## config.mk

```make
export PLATFORM = sky130hd
export DESIGN_NAME = channel_mean_acc_flat
export DESIGN_NICKNAME = d
export VERILOG_FILES = /design/src/rtl/isp_stat_pkg.sv /design/src/rtl/channel_mean_acc_if.sv /design/src/rtl/mean_round_shift.sv /design/src/rtl/channel_mean_acc.sv /design/src/flat_wrapper.sv
export SDC_FILE = /design/constraint.sdc
export NUM_CORES = 1
export LEC_CHECK = 0
export ABC_CLOCK_PERIOD_IN_PS = 14500
export CAP_MARGIN = 20
export CORE_MARGIN = 3
export CORE_UTILIZATION = 60
export CTS_BUF_LIST = sky130_fd_sc_hd__clkbuf_16
export DETAILED_ROUTE_END_ITERATION = 8
export GPL_TIMING_DRIVEN = 0
export MAX_ROUTING_LAYER = met4
export PLACE_DENSITY_LB_ADDON = 0.05
export SLEW_MARGIN = 25
export SYNTH_ARGS = -nofsm -noshare
export SYNTH_HDL_FRONTEND = slang
export SYNTH_SLANG_ARGS = --single-unit
export TNS_END_PERCENT = 30
```

## constraint.sdc

```tcl
create_clock -name clk -period 14.5 [get_ports clk]
set_input_delay 2.175 -clock clk [delete_from_list [all_inputs] [get_ports clk]]
set_output_delay 2.175 -clock clk [all_outputs]
set_load 0.02 [all_outputs]
```

## src/rtl/isp_stat_pkg.sv

```systemverilog
// Shared types and width helpers for the ISP statistics blocks.
package isp_stat_pkg;

    typedef enum logic [1:0] {IDLE, ACCUM, CALC, DONE} state_t;

    localparam int RED   = 0;
    localparam int GREEN = 1;
    localparam int BLUE  = 2;

    function automatic int sum_width(input int dw, input int log2_max_pix);
        return dw + log2_max_pix;
    endfunction

    // Never narrower than one bit, even for a single-sample frame limit.
    function automatic int shift_width(input int log2_max_pix);
        return (log2_max_pix < 1) ? 1 : $clog2(log2_max_pix + 1);
    endfunction

endpackage

```

## src/rtl/channel_mean_acc_if.sv

```systemverilog
// Tagged pixel stream with valid/ready handshake and frame markers.
interface channel_mean_acc_if #(
    parameter int NCH = 3,
    parameter int DW  = 8
);
    localparam int CW = (NCH > 1) ? $clog2(NCH) : 1;

    logic          valid_i;
    logic          ready_o;
    logic          sof_i;
    logic          last_i;
    logic [CW-1:0] color_i;
    logic [DW-1:0] value_i;

    modport master (output valid_i, sof_i, last_i, color_i, value_i, input ready_o);
    modport slave  (input valid_i, sof_i, last_i, color_i, value_i, output ready_o);

endinterface

```

## src/rtl/mean_round_shift.sv

```systemverilog
// Combinational rounding right-shift of one channel sum, shift clamped, result saturated to DW.
module mean_round_shift #(
    parameter int DW     = 8,
    parameter int SUM_W  = 28,
    parameter int SW     = 5,
    parameter int MAX_SH = 20
) (
    input  logic [SUM_W-1:0] sum,
    input  logic [SW-1:0]    shift,
    output logic [DW-1:0]    mean
);

    function automatic logic [SW-1:0] clamp_shift(input logic [SW-1:0] sh);
        return (sh > SW'(MAX_SH)) ? SW'(MAX_SH) : sh;
    endfunction

    // One extra bit keeps the rounding increment from wrapping a full sum.
    function automatic logic [SUM_W:0] round_shift(input logic [SUM_W-1:0] s,
                                                   input logic [SW-1:0] sh);
        logic [SUM_W:0] half;
        half = '0;
        if (sh != '0)
            half = (SUM_W+1)'(1) << (sh - 1'b1);
        return ({1'b0, s} + half) >> sh;
    endfunction

    function automatic logic [DW-1:0] sat_dw(input logic [SUM_W:0] v);
        return (v > (SUM_W+1)'({DW{1'b1}})) ? {DW{1'b1}} : v[DW-1:0];
    endfunction

    assign mean = sat_dw(round_shift(sum, clamp_shift(shift)));

endmodule

```

## src/rtl/channel_mean_acc.sv

```systemverilog
// Per-frame, per-channel mean accumulator with frame error status.
// Optional CHANNEL_MEAN_MINMAX_EN adds per-channel min/max outputs.
module channel_mean_acc
    import isp_stat_pkg::*;
#(
    parameter int  NCH          = 3,
    parameter int  DW           = 8,
    parameter int  LOG2_MAX_PIX = 20,
    localparam int SW           = shift_width(LOG2_MAX_PIX)
) (
    input  logic                clk,
    input  logic                rst,
    channel_mean_acc_if.slave   pix,
    input  logic [NCH*SW-1:0]   shift_i,
    output logic [NCH*DW-1:0]   mean_o,
    output logic                mean_valid_o,
    output logic                err_o,
    output logic                busy_o
`ifdef CHANNEL_MEAN_MINMAX_EN
   ,output logic [NCH*DW-1:0]   min_o,
    output logic [NCH*DW-1:0]   max_o
`endif
);

    localparam int SUM_W = sum_width(DW, LOG2_MAX_PIX);
    localparam int CNT_W = LOG2_MAX_PIX + 1;

    state_t           state_q, state_d;
    logic [SUM_W-1:0] sum_q [NCH];
    logic [SUM_W-1:0] sum_d [NCH];
    logic [CNT_W-1:0] cnt_q [NCH];
    logic [CNT_W-1:0] cnt_d [NCH];
    logic [SW-1:0]    shift_q [NCH];
    logic [NCH-1:0]   hit, ovf_hit, mism;
    logic             ovf_q, ovf_d, bad_q, bad_d;
    logic             ready, accept, sof_beat, acc_en;
    logic [NCH*DW-1:0] mean_calc;

    // Returns {overflow, saturated sum}.
    function automatic logic [SUM_W:0] sat_add(input logic [SUM_W-1:0] a,
                                               input logic [DW-1:0] v);
        logic [SUM_W:0] t;
        t = {1'b0, a} + (SUM_W+1)'(v);
        return t[SUM_W] ? {1'b1, {SUM_W{1'b1}}} : t;
    endfunction

    assign ready       = (state_q == IDLE) || (state_q == ACCUM);
    assign pix.ready_o = ready;
    assign busy_o      = (state_q != IDLE);
    assign accept      = pix.valid_i && ready;
    assign sof_beat    = accept && pix.sof_i;
    // Outside a frame only a sof beat contributes; other beats are dropped.
    assign acc_en      = accept && (pix.sof_i || (state_q == ACCUM));

    always_ff @(posedge clk) begin
        if (rst) state_q <= IDLE;
        else     state_q <= state_d;
    end

    always_comb begin
        state_d = state_q;
        case (state_q)
            IDLE:    if (sof_beat) state_d = pix.last_i ? CALC : ACCUM;
            ACCUM:   if (accept && pix.last_i) state_d = CALC;
            CALC:    state_d = DONE;
            default: state_d = IDLE;
        endcase
    end

    // Accumulate stage: a sof beat restarts from cleared sums, counters and flags.
    always_comb begin
        hit     = '0;
        ovf_hit = '0;
        mism    = '0;
        for (int c = 0; c < NCH; c++) begin
            logic [SUM_W:0] add;
            sum_d[c] = sof_beat ? '0 : sum_q[c];
            cnt_d[c] = sof_beat ? '0 : cnt_q[c];
            hit[c]   = acc_en && (int'(pix.color_i) == c);
            add      = sat_add(sum_d[c], pix.value_i);
            if (hit[c]) begin
                sum_d[c]   = add[SUM_W-1:0];
                ovf_hit[c] = add[SUM_W];
                cnt_d[c]   = (&cnt_d[c]) ? cnt_d[c] : cnt_d[c] + 1'b1;
            end
            mism[c] = (shift_q[c] > SW'(LOG2_MAX_PIX)) ||
                      (cnt_q[c] != (CNT_W'(1) << shift_q[c]));
        end
        ovf_d = (sof_beat ? 1'b0 : ovf_q) | (|ovf_hit);
        bad_d = (sof_beat ? 1'b0 : bad_q) | (acc_en && !(|hit));
    end

    for (genvar g = 0; g < NCH; g++) begin : g_round
        mean_round_shift #(
            .DW(DW), .SUM_W(SUM_W), .SW(SW), .MAX_SH(LOG2_MAX_PIX)
        ) u_round (
            .sum   (sum_q[g]),
            .shift (shift_q[g]),
            .mean  (mean_calc[g*DW +: DW])
        );
    end

    always_ff @(posedge clk) begin
        if (rst) begin
            for (int c = 0; c < NCH; c++) begin
                sum_q[c]   <= '0;
                cnt_q[c]   <= '0;
                shift_q[c] <= '0;
            end
            ovf_q        <= 1'b0;
            bad_q        <= 1'b0;
            mean_o       <= '0;
            err_o        <= 1'b0;
            mean_valid_o <= 1'b0;
        end else begin
            mean_valid_o <= 1'b0;
            if (acc_en) begin
                for (int c = 0; c < NCH; c++) begin
                    sum_q[c] <= sum_d[c];
                    cnt_q[c] <= cnt_d[c];
                end
                ovf_q <= ovf_d;
                bad_q <= bad_d;
            end
            if (sof_beat)
                for (int c = 0; c < NCH; c++)
                    shift_q[c] <= shift_i[c*SW +: SW];
            // Output stage: results registered at the end of CALC.
            if (state_q == CALC) begin
                mean_o       <= mean_calc;
                err_o        <= ovf_q | bad_q | (|mism);
                mean_valid_o <= 1'b1;
            end
        end
    end

`ifdef CHANNEL_MEAN_MINMAX_EN
    logic [DW-1:0] min_q [NCH];
    logic [DW-1:0] max_q [NCH];

    always_ff @(posedge clk) begin
        if (rst) begin
            for (int c = 0; c < NCH; c++) begin
                min_q[c] <= '1;
                max_q[c] <= '0;
            end
            min_o <= '0;
            max_o <= '0;
        end else begin
            for (int c = 0; c < NCH; c++) begin
                if (sof_beat) begin
                    min_q[c] <= hit[c] ? pix.value_i : '1;
                    max_q[c] <= hit[c] ? pix.value_i : '0;
                end else if (hit[c]) begin
                    if (pix.value_i < min_q[c]) min_q[c] <= pix.value_i;
                    if (pix.value_i > max_q[c]) max_q[c] <= pix.value_i;
                end
                if (state_q == CALC) begin
                    min_o[c*DW +: DW] <= (cnt_q[c] == '0) ? '0 : min_q[c];
                    max_o[c*DW +: DW] <= (cnt_q[c] == '0) ? '0 : max_q[c];
                end
            end
        end
    end
`endif

endmodule

```

## src/flat_wrapper.sv

```systemverilog
// flat-port wrapper written by rule: the top's interface ports become plain ports
module channel_mean_acc_flat import isp_stat_pkg::*;
#(
    parameter int  NCH          = 3,
    parameter int  DW           = 8,
    parameter int  LOG2_MAX_PIX = 20,
    localparam int SW           = shift_width(LOG2_MAX_PIX)
)
  (clk, rst, shift_i, mean_o, mean_valid_o, err_o, busy_o, pix_valid_i, pix_sof_i, pix_last_i, pix_color_i, pix_value_i, pix_ready_o);
  channel_mean_acc_if #(.NCH(NCH), .DW(DW)) pix_i ();
  input  logic clk;
  input  logic rst;
  input  logic [NCH*SW-1:0] shift_i;
  output logic [NCH*DW-1:0] mean_o;
  output logic mean_valid_o;
  output logic err_o;
  output logic busy_o;
  input wire logic [$bits(pix_i.valid_i)-1:0] pix_valid_i;
  input wire logic [$bits(pix_i.sof_i)-1:0] pix_sof_i;
  input wire logic [$bits(pix_i.last_i)-1:0] pix_last_i;
  input wire logic [$bits(pix_i.color_i)-1:0] pix_color_i;
  input wire logic [$bits(pix_i.value_i)-1:0] pix_value_i;
  output wire logic [$bits(pix_i.ready_o)-1:0] pix_ready_o;
  assign pix_i.valid_i = pix_valid_i;
  assign pix_i.sof_i = pix_sof_i;
  assign pix_i.last_i = pix_last_i;
  assign pix_i.color_i = pix_color_i;
  assign pix_i.value_i = pix_value_i;
  assign pix_ready_o = pix_i.ready_o;
  channel_mean_acc #(.NCH(NCH), .DW(DW), .LOG2_MAX_PIX(LOG2_MAX_PIX)) u_core (.clk(clk), .rst(rst), .pix(pix_i), .shift_i(shift_i), .mean_o(mean_o), .mean_valid_o(mean_valid_o), .err_o(err_o), .busy_o(busy_o));
endmodule
```

==> Word-level counts from Yosys, hierarchy flattened <==
Memory sizes are Yosys's and may differ from the RTL's.
Cells that the tools add are included.
{ "word_totals": {"ff_bits": 30, "mem_bits_rw": 162, "input_bits": 30, "out_inout_bits": 28, "wordCells": 139, "memories": 3} }
{ "memory_table": {"columns": ["name", "words", "word_bits", "rd", "rd_clocked_by_memory_dff", "wr", "line_no", "rtl"], "rows": [
  ["u_core.sum_q", 3, 28, 3, 0, 3, "channel_mean_acc.sv:29", "logic [SUM_W-1:0] sum_q [NCH];"],
  ["u_core.cnt_q", 3, 21, 3, 0, 3, "channel_mean_acc.sv:31", "logic [CNT_W-1:0] cnt_q [NCH];"],
  ["u_core.shift_q", 3, 5, 3, 0, 3, "channel_mean_acc.sv:33", "logic [SW-1:0] shift_q [NCH];"]
]} }
{ "classes": {"addsub": 12, "n_lt_le_gt_ge": 6, "n_eq_ne": 9, "n_shift": 9, "mux": 54, "n_bitwise": 13, "reduce_logical": 27} }
{ "op_table": {"columns": ["cell", "count"], "rows": [
  ["two-way mux 21 bit", 12],
  ["two-way mux 28 bit", 9],
  ["two-way mux 29 bit", 6],
  ["adder 28 x 29 -> 29 bit", 3],
  ["adder 28 x 8 -> 29 bit", 3],
  ["> comparator 29 x 8 -> 1 bit, second input constant", 3],
  ["<< shifter 1 x 5 -> 29 bit, first input constant", 3],
  ["right shift 29 x 5 -> 29 bit", 3],
  ["adder 21 x 1 -> 21 bit, second input constant", 3],
  ["!= test 21 bit", 3],
  ["AND reduction 21 bit", 3],
  ["<< shifter 1 x 5 -> 21 bit, first input constant", 3],
  ["two-way mux 5 bit", 6],
  ["two-way mux 8 bit", 3],
  ["> comparator 5 bit, second input constant", 3],
  ["nonzero test 5 bit", 3],
  ["subtractor 5 x 1 -> 5 bit, second input constant", 3],
  ["two-way mux 1 bit", 14],
  ["bitwise OR 1 bit", 13],
  ["OR reduction 3 bit", 3],
  ["logical AND 1 bit", 8],
  ["equality test 2 bit, second input constant", 3],
  ["two-way mux 2 bit", 3],
  ["one-hot mux 2 bit (3 select lines)", 1],
  ["8 further kinds", 13]
]} }

==> Logic depth before layout (Yosys ltp) <==
{ "logic_depth": {"depth_word": 10, "ltp_mapped": 26, "mapped_depth_nobuf": 20} }

==> Cells and area by module <==
Synthesis repeated with hierarchy kept, for this count alone.
{ "hier_totals": {"cells_unflattened": 3105, "hier_area_um2": 24073.1} }
{ "modules_own_cells": {"columns": ["mod", "instances", "cells_each", "area_each_um2"], "rows": [
  ["channel_mean_acc", 1, 1343, 12744.7],
  ["mean_round_shift (u_core.g_round[2].u_round)", 1, 610, 4000.1],
  ["mean_round_shift (u_core.g_round[1].u_round)", 1, 578, 3669.8],
  ["mean_round_shift (u_core.g_round[0].u_round)", 1, 574, 3658.5]
]} }

==> Least setup slack after synthesis <==
Ideal clock, no wire load.
{ "synth_path": {"path_type": "in2reg", "from": "input pix_sof_i", "to": "memory u_core.sum_q[1][19] (netlist: u_core.sum_q[0][47]), data pin", "setup_ns": 0.167, "t_arrival_ns": 6.668, "required_ns": 14.333, "path_slack_ns": 7.664, "cell_stages": 21, "n_path_buf": 4, "cell_sequence": "nand3_1 clkbuf_1 clkbuf_1 clkbuf_1 clkbuf_1 and2_1 ha_1 inv_1 fa_1 nor2b_1 o21ai_0 a21boi_0 o21ai_0 a21boi_0 o21ai_0 a211o_1 or4_1 nor2_1 nand3_1 nor3b_1 a211oi_1"} }
{ "synth_lines": {"columns": ["element", "line_no", "rtl"], "rows": [
  ["start, declared", "flat_wrapper.sv:19", "input wire logic [$bits(pix_i.sof_i)-1:0] pix_sof_i;"],
  ["end, declared", "channel_mean_acc.sv:29", null]
]} }

==> results.tsv <==
stage	metric	value	unit
worst_setup_path	critPathMaxStageDelay	0.74	ns
timing	hold_violations	0	
global_routing	grt_busiest_layer	met2	
floorplanning	die_y	200	um
worst_setup_path	crit_family	buffers and inverters	
synth	synthTopCellsByArea	edfxtp_1 21%, ha_1 6.4%, nand2_1 5.8%, a21oi_1 5.6%, nor2_1 5.5%	
global_routing	use_met3	7.25	%
worst_setup_path	crit_top_cell	clkbuf_1	
timing	max_slew_margin	20.6	%
clock_network	insertion_delay	0.47	ns
power	ir_drop	105	uV
synth	synth_top_area_share	21.5	%
synth	postSynthAreaPerCell	7.56	sq um
drt	viasPerCell	7.03	
drt	drtIter0Drc	3476	
placed_design	place_congestion	1.07	
worst_setup_path	critPathKind	primary input to register	
timing	min_period_over_period	70.6	%
synth	yosysWarningCount	0	
finish	drive_gt1_share	4.86	%
clock_network	post_cts_resize_count	0	
clock_network	ctsHoldBuffers	0	
synth	ys_types	99	
finish	syn_to_final_growth	8.81	%
global_routing	grt_max_degree	54	
timing	layout_min_cycle_time	10.23	ns
timing	setup_viol_count_final	0	
timing	fmax	0.0978	GHz
worst_setup_path	cp.arrival	10.54	ns
status	status	finished clean	
finish	num-nets-final	3244	
synth	ys_seq_area_share	24.1	%
global_routing	use_met2	65.2	%
drt	finalWirelength	85300	um
floorplanning	fp.dieW	200	um
clock_network	cts_buffer_depth	2	
drt	drc	0	
clock_network	post-cts-setup-buffers	0	
worst_setup_path	worst_ep_required_time	14.81	ns
clock_network	cts_tree	built	
worst_setup_path	worstSetupEndpointType	register	
floorplanning	io_pins	58	
timing	worst_pin_slew	1.18	ns
global_routing	grt_pass1_vias	23675	
timing	skew	0.0166	ns
global_routing	grt_first_pass_wirelength	131000	um
worst_setup_path	slowest_stage	clkbuf_1	
worst_setup_path	crit_chain	clkdlybuf4s50_1 -> nand3_1 -> clkbuf_1 -> clkbuf_1 -> clkbuf_1 -> clkbuf_1 -> clkbuf_1 -> clkbuf_1 -> nand2_1 -> fa_1 -> nor2b_1 -> o21ai_0 -> a21boi_0 -> o21ai_0 -> a21boi_0 -> o21ai_0 -> nor2b_1 -> nor3_1 -> and3b_1 -> clkbuf_1 -> nand2_1 -> clkbuf_1 -> a21oi_1	
worst_setup_path	start_kind	primary input	
synth	yosys_register_bits	192	
drt	ant_nets	0	
timing	slew_viol_final	0	
drt	first_pass_iters	6	
drt	vias	25373	
timing	timing.hold.ws	0.491	ns
floorplanning	core-area	36900	sq um
timing	rsz0062_at_grt	false	
global_routing	track_usage	41.8	%
clock_network	clkSlewWorstSetupHoldPaths	0.08	ns
placed_design	portBuffers	57	
global_routing	antenna_found_initial	2	
synth	synth_ff_type	edfxtp_1	
power	power_density	141	nW/um^2
global_routing	use_met1	50.4	%
worst_setup_path	cp_max_fo	10	
clock_network	cts.sinks	192	
clock_network	htreeDepth	4	
drt	wl_per_cell	23.6	um
flow_run	max_cap_violations	0	
worst_setup_path	path_buf_inv	9	
floorplanning	die_area	40100	sq um
global_routing	overflow	0	
synth	syn_inst	2992	
floorplanning	initial_core_util	61.4	%
min_path	hold_class	register to register	
placed_design	hpwl	67300	um
timing	tns	0	ns
synth	synth_edf_count	162	
synth	synthArstFlopShare	0	%
power	cellLeakagePower	9.27	nW
clock_network	root_buffer	clkbuf_16	
synth	syn_area	22600	sq um
floorplanning	row_count	70	
synth	yosys.area.top_type	edfxtp_1	
clock_network	numCtsBuffers	17	
[cells by family after synthesis]
logic type | Yosys count | share of synthesized area [%]
other cells | 1 | 0.0166
buf+inv | 247 | 4.30
compound gates | 901 | 26.3
fa+ha+maj | 121 | 6.89
flops | 192 | 24.1
mux | 79 | 3.86
simple gates | 1241 | 26.3
xor+xnor | 210 | 8.13
[metrics by stage]
step | total power, mW | instances | instance area [sq um] | util, % | worst slack [ns]
floorplan | 2.23 | 3015 | 22700 | - | 7.66
global placement | 2.81 | 3576 | 23900 | 64.9 | 4.54
detailed placement | 2.85 | 3578 | 24000 | 65.1 | 4.47
CTS | 3.37 | 3610 | 24600 | 66.8 | 4.83
global route | 3.64 | 3611 | 24600 | 66.8 | 4.15
finish | 3.47 | 3611 | 24600 | 66.8 | 4.27
[state kept, by name, indices dropped and copies added (netlist names)]
register,cells
u_core.mean_valid_o,1
u_core.cnt_q,63
u_core.ovf_q,1
u_core.state_q,2
u_core.sum_q,84
u_core.mean_o,24
u_core.shift_q,15
u_core.bad_q,1
u_core.err_o,1
[layer usage]
layer,vias up,wire length [um]
met5,-,0
met4,0,6690
met3,444,9130
met2,1786,38000
met1,11752,31400
li1,11391,-
[layout by cell type (no fill, tap or decap), drive strengths merged, types with 17 or more instances in the layout]
cell and count:
ha 115, nand4 75, clkbuf 140, edfxtp 162, nand3 97, o21a 36, conb 24, clkdlybuf4s50 57
dfxtp 30, a31oi 37, nand2b 19, buf 50, xnor2 111, or3 34, mux2i 61, o21ai 172
a21oi 261, and3 38, a21o 38, o211ai 38, a211oi 100, inv 80, nor4 44, nand2 350
o22ai 23, and2 68, xor2 99, nor2 333, nor3 99, o31ai 17, or2 21
[where the power goes]
group | internal (mW) | switching [mW]
registers | 0.760 | 0.145
logic | 0.699 | 1.34
clock network | 0.292 | 0.234
[cells in the mapped netlist, types with 11 or more instances]
library cell / number
nand2_1: 350
nor2_1: 332
a21oi_1: 254
edfxtp_1: 162
o21ai_0: 160
clkbuf_1: 121
ha_1: 115
xnor2_1: 111
xor2_1: 99
nor3_1: 98
nand3_1: 97
a211oi_1: 95
nand4_1: 75
inv_1: 73
and2_1: 68
mux2i_1: 61
nor4_1: 41
a21o_1: 38
a31oi_1: 37
and3_1: 37
o211ai_1: 37
o21a_1: 36
buf_2: 34
or3_1: 34
dfxtp_1: 30
o22ai_1: 23
or2_2: 20
nand2b_1: 19
o31ai_1: 17
buf_1: 14
a211o_1: 13
and4_1: 13
nor2b_1: 13
mux2_2: 12
a22oi_1: 11
o21ai_1: 11
o221ai_1: 11
[path summary, 6_finish.rpt]
kind | startpoint | slack (ns) | end | depth (start not counted)
worst max-delay path | pix_valid_i | 4.27 | u_core.sum_q[0][71] | 23
worst max register to register | u_core.state_q[0] | 5.39 | u_core.sum_q[0][71] | 25
worst min register to register | u_core.bad_q | 0.49 | u_core.bad_q | 1
worst min-delay path | u_core.bad_q | 0.49 | u_core.bad_q | 1
[final cells by class]
| cell class | count | area, sq um |
|---|---|---|
| clock buffers | 17 | 425 |
| inverters | 76 | 285 |
| repair buffers | 59 | 626 |
| diodes | 1 | 2.50 |
| well taps | 504 | 631 |
| clock inverters | 15 | 205 |
| flip-flops and latches | 192 | 5470 |
| plain buffers | 171 | 687 |
| multi-input cells | 2576 | 16300 |
| fillers | 3046 | 12200 |
(Power assumes the default switching activity.)
